[src/rtl/clock_set_controller_if.sv]
// Key and counter-command bundle for the time-of-day set path.
// master: drives raw keys, sees commands. slave: the controller.
interface clock_set_controller_if;
  logic       keyMode;
  logic       keyUp;
  logic       keyDown;
  logic       on;
  logic       set;
  logic [1:0] sethms;
  logic [1:0] upDown;
  logic       blink;

  modport master (
    output keyMode, keyUp, keyDown,
    input  on, set, sethms, upDown, blink
  );

  modport slave (
    input  keyMode, keyUp, keyDown,
    output on, set, sethms, upDown, blink
  );
endinterface

[src/rtl/clock_set_controller.sv]
// Set-path sequencer: key conditioning, RUN/SET_* mode machine,
// auto-repeat, blink, idle timeout.
// Ports: clk, rst (sync, active-high), bus (slave):
//   in  keyMode/keyUp/keyDown (raw, active-low)
//   out on, set, sethms[1:0], upDown[1:0], blink
module clock_set_controller #(
  parameter int DEBOUNCE     = 500000,
  parameter int REPEAT_DELAY = 25000000,
  parameter int REPEAT_RATE  = 5000000,
  parameter int BLINK_HALF   = 12500000,
  parameter int IDLE_TIMEOUT = 500000000
) (
  input logic clk,
  input logic rst,
  clock_set_controller_if.slave bus
);

  localparam int RMX = (REPEAT_DELAY > REPEAT_RATE) ?
                       REPEAT_DELAY : REPEAT_RATE;
  localparam int DBW = $clog2(DEBOUNCE + 1);
  localparam int RPW = $clog2(RMX + 1);
  localparam int BLW = $clog2(BLINK_HALF + 1);
  localparam int IDW = $clog2(IDLE_TIMEOUT + 1);

  localparam logic [DBW-1:0] DB_LAST = DBW'(DEBOUNCE - 1);
  localparam logic [DBW-1:0] DB_MAX  = DBW'(DEBOUNCE);
  localparam logic [RPW-1:0] RP_DLY  = RPW'(REPEAT_DELAY);
  localparam logic [RPW-1:0] RP_RATE = RPW'(REPEAT_RATE);
  localparam logic [RPW-1:0] RP_MAX  = RPW'(RMX);
  localparam logic [BLW-1:0] BL_LAST = BLW'(BLINK_HALF - 1);
  localparam logic [IDW-1:0] ID_LAST = IDW'(IDLE_TIMEOUT - 1);
  localparam logic [IDW-1:0] ID_MAX  = IDW'(IDLE_TIMEOUT);

  // Encoding matches the sethms field code.
  typedef enum logic [1:0] {
    SET_HOUR = 2'b00,
    SET_MIN  = 2'b01,
    SET_SEC  = 2'b10,
    RUN      = 2'b11
  } state_e;

  // Key index: 0 mode, 1 up, 2 down.
  logic [2:0]     raw;
  logic [2:0]     sync1_q;
  logic [2:0]     sync2_q;
  logic [2:0]     stable_q;
  logic [2:0]     evt_q;
  logic [DBW-1:0] db_q [3];

  assign raw = {bus.keyDown, bus.keyUp, bus.keyMode};

  // Synchronisers reset to the raw released level (high);
  // stable levels are in pressed=1 form and reset to 0.
  always_ff @(posedge clk) begin
    if (rst) begin
      sync1_q  <= '1;
      sync2_q  <= '1;
      stable_q <= '0;
      evt_q    <= '0;
      for (int i = 0; i < 3; i++) db_q[i] <= '0;
    end else begin
      sync1_q <= raw;
      sync2_q <= sync1_q;
      evt_q   <= '0;
      for (int i = 0; i < 3; i++) begin
        if (~sync2_q[i] != stable_q[i]) begin
          if (db_q[i] == DB_LAST) begin
            stable_q[i] <= ~stable_q[i];
            evt_q[i]    <= ~stable_q[i];
            db_q[i]     <= '0;
          end else if (db_q[i] != DB_MAX) begin
            db_q[i] <= db_q[i] + DBW'(1);
          end
        end else begin
          db_q[i] <= '0;
        end
      end
    end
  end

  state_e         state_q, state_d, nxt_mode;
  logic           on_q, set_q, blink_q;
  logic [1:0]     sethms_q, ud_q;
  logic [RPW-1:0] rpt_q, rpt_d, rpt_tgt;
  logic           rpt_ph_q, rpt_ph_d;
  logic [IDW-1:0] idle_q, idle_d;
  logic [BLW-1:0] bcnt_q, bcnt_d;
  logic           blink_d;

  logic mode_evt, up_evt, dn_evt, ud_evt, any_evt;
  logic up_s, dn_s, solo;
  logic in_set, idle_to, leave, ok;
  logic rpt_hit, up_cmd, dn_cmd;

  assign mode_evt = evt_q[0];
  assign up_evt   = evt_q[1];
  assign dn_evt   = evt_q[2];
  assign ud_evt   = up_evt | dn_evt;
  assign any_evt  = |evt_q;
  assign up_s     = stable_q[1];
  assign dn_s     = stable_q[2];
  assign solo     = up_s ^ dn_s;
  assign in_set   = (state_q != RUN);

  always_comb begin
    nxt_mode = RUN;
    unique case (state_q)
      RUN:      nxt_mode = SET_HOUR;
      SET_HOUR: nxt_mode = SET_MIN;
      SET_MIN:  nxt_mode = SET_SEC;
      SET_SEC:  nxt_mode = RUN;
      default:  nxt_mode = RUN;
    endcase
  end

  // A mode press or timeout owns the cycle: no command with it.
  always_comb begin
    idle_to = in_set & ~any_evt & (idle_q == ID_LAST);
    leave   = mode_evt | idle_to;
    ok      = in_set & ~leave;
    state_d = state_q;
    if (mode_evt)     state_d = nxt_mode;
    else if (idle_to) state_d = RUN;

    rpt_tgt = rpt_ph_q ? RP_RATE : RP_DLY;
    rpt_hit = solo & ~ud_evt & (rpt_q == rpt_tgt);
    up_cmd  = ok & up_s & ~dn_s & (up_evt | rpt_hit);
    dn_cmd  = ok & dn_s & ~up_s & (dn_evt | rpt_hit);
  end

  // Repeat counter restarts at 1 on a press so the
  // first repeat lands exactly REPEAT_DELAY after it.
  always_comb begin
    rpt_d    = rpt_q;
    rpt_ph_d = rpt_ph_q;
    if (!in_set || !solo || leave) begin
      rpt_d    = '0;
      rpt_ph_d = 1'b0;
    end else if (ud_evt) begin
      rpt_d    = RPW'(1);
      rpt_ph_d = 1'b0;
    end else if (rpt_hit) begin
      rpt_d    = RPW'(1);
      rpt_ph_d = 1'b1;
    end else if (rpt_q != RP_MAX) begin
      rpt_d = rpt_q + RPW'(1);
    end
  end

  always_comb begin
    idle_d = idle_q;
    if (!in_set || leave || any_evt) idle_d = '0;
    else if (idle_q != ID_MAX)       idle_d = idle_q + IDW'(1);
  end

  always_comb begin
    blink_d = blink_q;
    bcnt_d  = bcnt_q;
    if (leave) begin
      blink_d = (state_d != RUN);
      bcnt_d  = '0;
    end else if (!in_set) begin
      blink_d = 1'b0;
      bcnt_d  = '0;
    end else if (bcnt_q == BL_LAST) begin
      blink_d = ~blink_q;
      bcnt_d  = '0;
    end else begin
      bcnt_d = bcnt_q + BLW'(1);
    end
  end

  always_ff @(posedge clk) begin
    if (rst) begin
      state_q  <= RUN;
      on_q     <= 1'b1;
      set_q    <= 1'b0;
      sethms_q <= 2'b11;
      ud_q     <= 2'b00;
      blink_q  <= 1'b0;
      bcnt_q   <= '0;
      idle_q   <= '0;
      rpt_q    <= '0;
      rpt_ph_q <= 1'b0;
    end else begin
      state_q  <= state_d;
      on_q     <= (state_d == RUN);
      sethms_q <= state_d;
      set_q    <= up_cmd | dn_cmd;
      ud_q     <= {up_cmd, dn_cmd};
      blink_q  <= blink_d;
      bcnt_q   <= bcnt_d;
      idle_q   <= idle_d;
      rpt_q    <= rpt_d;
      rpt_ph_q <= rpt_ph_d;
    end
  end

  assign bus.on     = on_q;
  assign bus.set    = set_q;
  assign bus.sethms = sethms_q;
  assign bus.upDown = ud_q;
  assign bus.blink  = blink_q;

endmodule

[src/flat_wrapper.sv]
// flat-port wrapper written by rule: the top's interface ports become plain ports
module clock_set_controller_flat 
#(
  parameter int DEBOUNCE     = 500000,
  parameter int REPEAT_DELAY = 25000000,
  parameter int REPEAT_RATE  = 5000000,
  parameter int BLINK_HALF   = 12500000,
  parameter int IDLE_TIMEOUT = 500000000
)
  (clk, rst, bus_keyMode, bus_keyUp, bus_keyDown, bus_on, bus_set, bus_sethms, bus_upDown, bus_blink);
  clock_set_controller_if bus_i ();
  input logic clk;
  input logic rst;
  input wire logic [$bits(bus_i.keyMode)-1:0] bus_keyMode;
  input wire logic [$bits(bus_i.keyUp)-1:0] bus_keyUp;
  input wire logic [$bits(bus_i.keyDown)-1:0] bus_keyDown;
  output wire logic [$bits(bus_i.on)-1:0] bus_on;
  output wire logic [$bits(bus_i.set)-1:0] bus_set;
  output wire logic [$bits(bus_i.sethms)-1:0] bus_sethms;
  output wire logic [$bits(bus_i.upDown)-1:0] bus_upDown;
  output wire logic [$bits(bus_i.blink)-1:0] bus_blink;
  assign bus_i.keyMode = bus_keyMode;
  assign bus_i.keyUp = bus_keyUp;
  assign bus_i.keyDown = bus_keyDown;
  assign bus_on = bus_i.on;
  assign bus_set = bus_i.set;
  assign bus_sethms = bus_i.sethms;
  assign bus_upDown = bus_i.upDown;
  assign bus_blink = bus_i.blink;
  clock_set_controller #(.DEBOUNCE(DEBOUNCE), .REPEAT_DELAY(REPEAT_DELAY), .REPEAT_RATE(REPEAT_RATE), .BLINK_HALF(BLINK_HALF), .IDLE_TIMEOUT(IDLE_TIMEOUT)) u_core (.clk(clk), .rst(rst), .bus(bus_i));
endmodule
[config.mk]
export PLATFORM = sky130hd
export DESIGN_NAME = clock_set_controller_flat
export DESIGN_NICKNAME = d
export VERILOG_FILES = /design/src/rtl/clock_set_controller_if.sv /design/src/rtl/clock_set_controller.sv /design/src/flat_wrapper.sv
export SDC_FILE = /design/constraint.sdc
export NUM_CORES = 1
export LEC_CHECK = 0
export ABC_AREA = 1
export BUFFER_PORTS_ARGS = -buffer_cell sky130_fd_sc_hd__buf_2
export CAP_MARGIN = 20
export CORE_MARGIN = 3
export CORE_UTILIZATION = 30
export DETAILED_ROUTE_END_ITERATION = 10
export GPL_ROUTABILITY_DRIVEN = 0
export HOLD_SLACK_MARGIN = 0.08
export SETUP_SLACK_MARGIN = 0.2
export SYNTH_ARGS = -nofsm -noshare
export SYNTH_HDL_FRONTEND = slang
export SYNTH_SLANG_ARGS = --single-unit
[constraint.sdc]
create_clock -name clk -period 5.95 [get_ports clk]
set_clock_uncertainty 0.15 [all_clocks]
set_input_delay 0.8925 -clock clk [delete_from_list [all_inputs] [get_ports clk]]
set_output_delay 0.8925 -clock clk [all_outputs]
set_load 0.02 [all_outputs]
After elaboration in Yosys (flattened, before gate mapping)
Memories as Yosys holds them, arrays and structs flattened.
Index checks and enable logic that the tools add are counted.
{"block": "word_totals", "ramBits": 57, "register_bits": 98, "input_bits": 5, "output_inout_bits": 7, "latchBits": 0, "n_memories": 1, "rom_bits": 0, "word_cells": 166}
{"memory": "u_core.db_q", "words": 3, "width": 19, "read_ports": 3, "rd_ports_with_merged_regs": 0, "write_ports": 3, "line_no": "clock_set_controller.sv:48", "source": "logic [DBW-1:0] db_q [3];"}
{"block": "classes", "multipliers": 0, "div_mod_pow": 0, "bitwise": 43, "shifts": 0, "n_lt_le_gt_ge": 0, "reduce_logical": 20, "eq_ne": 21, "mux": 57, "addsub": 6}
{"op": "two-way mux 19 bit", "n": 9}
{"op": "adder 19 x 1 -> 19 bit (second input constant)", "n": 3}
{"op": "== test 19 bit (second input constant)", "n": 3}
{"op": "!= test 19 bit (second input constant)", "n": 3}
{"op": "two-way mux 1 bit", "n": 44}
{"op": "adder 29 x 1 -> 29 bit (second input constant)", "n": 1}
{"op": "== test 29 bit (second input constant)", "n": 1}
{"op": "!= test 29 bit (second input constant)", "n": 1}
{"op": "adder 25 x 1 -> 25 bit (second input constant)", "n": 1}
{"op": "== test 25 bit", "n": 1}
{"op": "two-way mux 25 bit", "n": 1}
{"op": "!= test 25 bit (second input constant)", "n": 1}
{"op": "adder 24 x 1 -> 24 bit (second input constant)", "n": 1}
{"op": "== test 24 bit (second input constant)", "n": 1}
{"op": "inverter 1 bit", "n": 17}
{"op": "OR reduction 3 bit", "n": 5}
{"op": "OR 1 bit", "n": 14}
{"op": "AND 1 bit", "n": 11}
{"op": "case mux 2 bit (4 select lines)", "n": 1}
{"op": "OR reduction 4 bit", "n": 2}
{"op": "== test 2 bit (second input constant)", "n": 3}
{"op": "AND reduction 2 bit", "n": 3}
{"op": "logical OR 1 bit", "n": 4}
{"op": "two-way mux 2 bit", "n": 2}
{"op": "9 further kinds", "n": 14}

Depth between registers and ports, before layout
{"block": "depth", "ltp_word": 11, "depth_mapped": 12}

Worst setup path before layout
No wires, ideal clock.
{"block": "synth_timing", "kind": "input-to-reg", "from": "in rst", "to": "mem u_core.db_q[1][0] in the netlist's numbering, enable pin", "slack_ns": 3.556, "n_path_buf": 0, "setup_ns": 0.443, "t_arrival_ns": 1.801, "stages": 4, "path_cell_list": "inv_1 -> o21ai_0 -> a21oi_1 -> nand3_1"}
{"item": "start: declaration", "line_no": "flat_wrapper.sv:13", "source": "input logic rst;"}
{"item": "end: declaration", "line_no": "clock_set_controller.sv:48"}

==> summary.txt <==
Cell count after synthesis = 1147
Worst VDD drop = 0.1479 mV
Clock Root Buffer = clkbuf_16
Setup violators final = 0
CP Capture Type = register
Leakage = 0.003294 uW
Core Box Area = 28010 sq um
Tcrit/Tclk final = 43.83%
Die area = 30770 sq um
Setup Buffers After CTS = 0
Initial DRC Count = 282
Worst-path cell chain = buf_2 -> inv_1 -> o21ai_0 -> a21oi_1 -> nand3_1
Largest delay share family, worst path = simple AND/OR/NAND/NOR gates
Slew HR = 37.91%
Initial antenna violation count = 0
Yosys warnings = 0
Post-DRT Antenna Nets = 0
Yosys top cell area share = 22.79%
WP buf/inv = 2
Die Span Y = 175.4 microns
Worst Path Required = 5.73 ns
Top post-synthesis cells by area = dfxtp_1, edfxtp_1, nor2_1
Crit Path Max Fanout = 19
RSZ-0062 raised after global routing = no
Final wirelength = 16.91 mm
DP HPWL = 12.49 mm
Vias in the first global route = 6445
TritonCTS buffer count = 17
Count of different cell masters after synthesis = 35
WL per Instance = 10.86 microns
Max-cap check violation count = 0
Fin. Hold Viols = 0
# nets final = 1185
Most common cell in the netlist = nor2_1
Synth top cells by count = nor2_1, nand2_1, inv_1
First drt pass iteration count = 4
CP Launch Type = input port
Flops & latches, synth = 155
GRT Total Usage = 11.54%
CTS tree = yes
DRC viols = 0
Largest stage delay, worst path = 0.68 ns
Inserted Diodes = 0
Crit path arrival time = 2.38 ns
Worst-path clk slew = 0.06 ns
Max Slew Vio Count = 0
Port bufs = 11
Number of synthesized flops with an enable pin = 57
Clock Tree Buf Depth = 2
Avg Synthesized Cell Area = 7.506 sq um
Max Freq = 383.5 MHz
Tightest Pin Transition = 0.9285 ns
Layout cells sized above 1 = 7.627%
Final core occ = 34.31%
Crit-path slowest cell = nand3_1
# rows = 61
CTS sink cnt = 155
Setup TNS = 0 ns
GR Overflow Total = 0
# fillers = 2951
Die X = 175.4 microns
Post-Syn Area = 8610 sq um
First-pass GRT wire length = 29.60 mm
Hold_buf cts = 0
Vias = 6868
Ys async rst share = 0%
Ys flop type = dfxtp_1
Via-to-Cell Ratio = 4.408
Crit Path Class = input port to register
PwrDens = 221.7 nW/um^2
I/O pin count = 12
Max H-tree Level = 4
Yosys top cell by area = dfxtp_1
Post-layout min period = 2.608 ns
Pin count of the biggest net entering global routing = 30
Worst min path class = register to register
Clock Latency Late Sink = 0.43 ns
Syn nets = 1164
Outcome = finished clean
Starting Density = 30.74%
Cts repair resizes = 0
Area Growth Syn to Fin = 11.64%
Register area share after synthesis = 42.67%
## flip-flops by register name (all words and copies together), names as in the netlist
register	flops
u_core.db_q	57
u_core.idle_q	29
u_core.rpt_q	25
u_core.bcnt_q	24
u_core.evt_q	3
u_core.stable_q	3
u_core.sync1_q	3
u_core.sync2_q	3
u_core.bus.upDown	2
u_core.state_q	2
u_core.bus.blink	1
u_core.bus.on	1
u_core.bus.set	1
u_core.rpt_ph_q	1
## area by class of cell
| cell class | count | area [sq um] | share of cell area (%) |
|---|---|---|---|
| Clock buffer | 18 | 429.2 | 4.465 |
| Inverter | 181 | 679.4 | 7.068 |
| Multi-Input combinational cell | 801 | 4173 | 43.41 |
| Sequential cell | 155 | 3674 | 38.22 |
| Clock inverter | 13 | 117.6 | 1.224 |
| Timing Repair Buffer | 12 | 66.31 | 0.6899 |
| Tap cell | 378 | 473.0 | 4.921 |
## final timing paths
check | endpoint | slack [ns] | cells after the start | startpoint
worst min register to register | u_core.sync2_q[1] | 0.26 | 1 | u_core.sync1_q[1]
worst max-delay path | u_core.db_q[1][4] | 3.34 | 5 | rst
worst min-delay path | u_core.sync2_q[1] | 0.26 | 1 | u_core.sync1_q[1]
worst max register to register | u_core.db_q[2][1] | 3.36 | 5 | u_core.db_q[2][10]
## per-stage QoR
stage               setup slack [ns]  cells  hold WS [ns]  total power (uW)  instance area (sq um)
floorplan                      3.556   1147        0.2395              1126                   8610
global placement               2.933   1526        0.2448              1130                   9054
detailed placement             2.854   1526        0.2436              1131                   9054
CTS                            3.240   1557        0.2591              2156                   9600
global route                   3.086   1558        0.2736              2211                   9612
finish                         3.342   1558        0.2584              2131                   9612
## cells in the final DEF (no fill, tap or decap), drive strengths merged
cell      synthesis  routed
a21oi            24      24
a31oi             3       3
and2              1       1
and3              3       3
buf               9      12
bufinv            0       1
clkbuf            1      18
clkinv            0       6
clkinvlp          0       3
dfxtp            98      98
edfxtp           57      57
ha               12      12
inv             181     184
nand2           210     210
nand3            76      76
nand3b            9       9
nand4            32      32
nor2            248     248
nor3             54      54
nor3b             5       5
nor4              5       5
o21ai            13      13
o21bai            1       1
or2              12      12
xnor2            23      23
xor2             70      70
## report_power, final
part           internal [uW]  total (uW)  leakage (uW)  switching [uW]
Clock                    574        1020      0.000261             450
Combinational           3.99        12.3       0.00154            8.26
Sequential              1090        1090       0.00149            1.36
Total                   1670        2130       0.00329             460
## per-layer routing
| metal | part of all wire, % | global-route usage [%] |
|---|---|---|
| met4 | 1.6 | 3.657 |
| met5 | 0 | 0 |
| met3 | 3.4 | 2.767 |
| met1 | 49 | 15.15 |
| met2 | 46 | 18.78 |
## kinds of logic (layout without fill, tap and decap cells)
logic type	Yosys count	count (layout)	share of synthesized area [%]
buffers and inverters	191	224	8.865
xor gates and xnor gates	93	93	9.461
adders and majority gates	12	12	1.744
AOI/OAI and AO/OA	41	41	2.456
DFF	155	155	42.67
and+or+nand+nor	655	655	34.81
## worst reg2reg max path, delay by kind of cell, from the launching register on
family	cells	cell delay, ns
DFF	1	0.44
and+or+nand+nor	4	1.39
buffers and inverters	1	0.10
(Power assumes the default switching activity.)
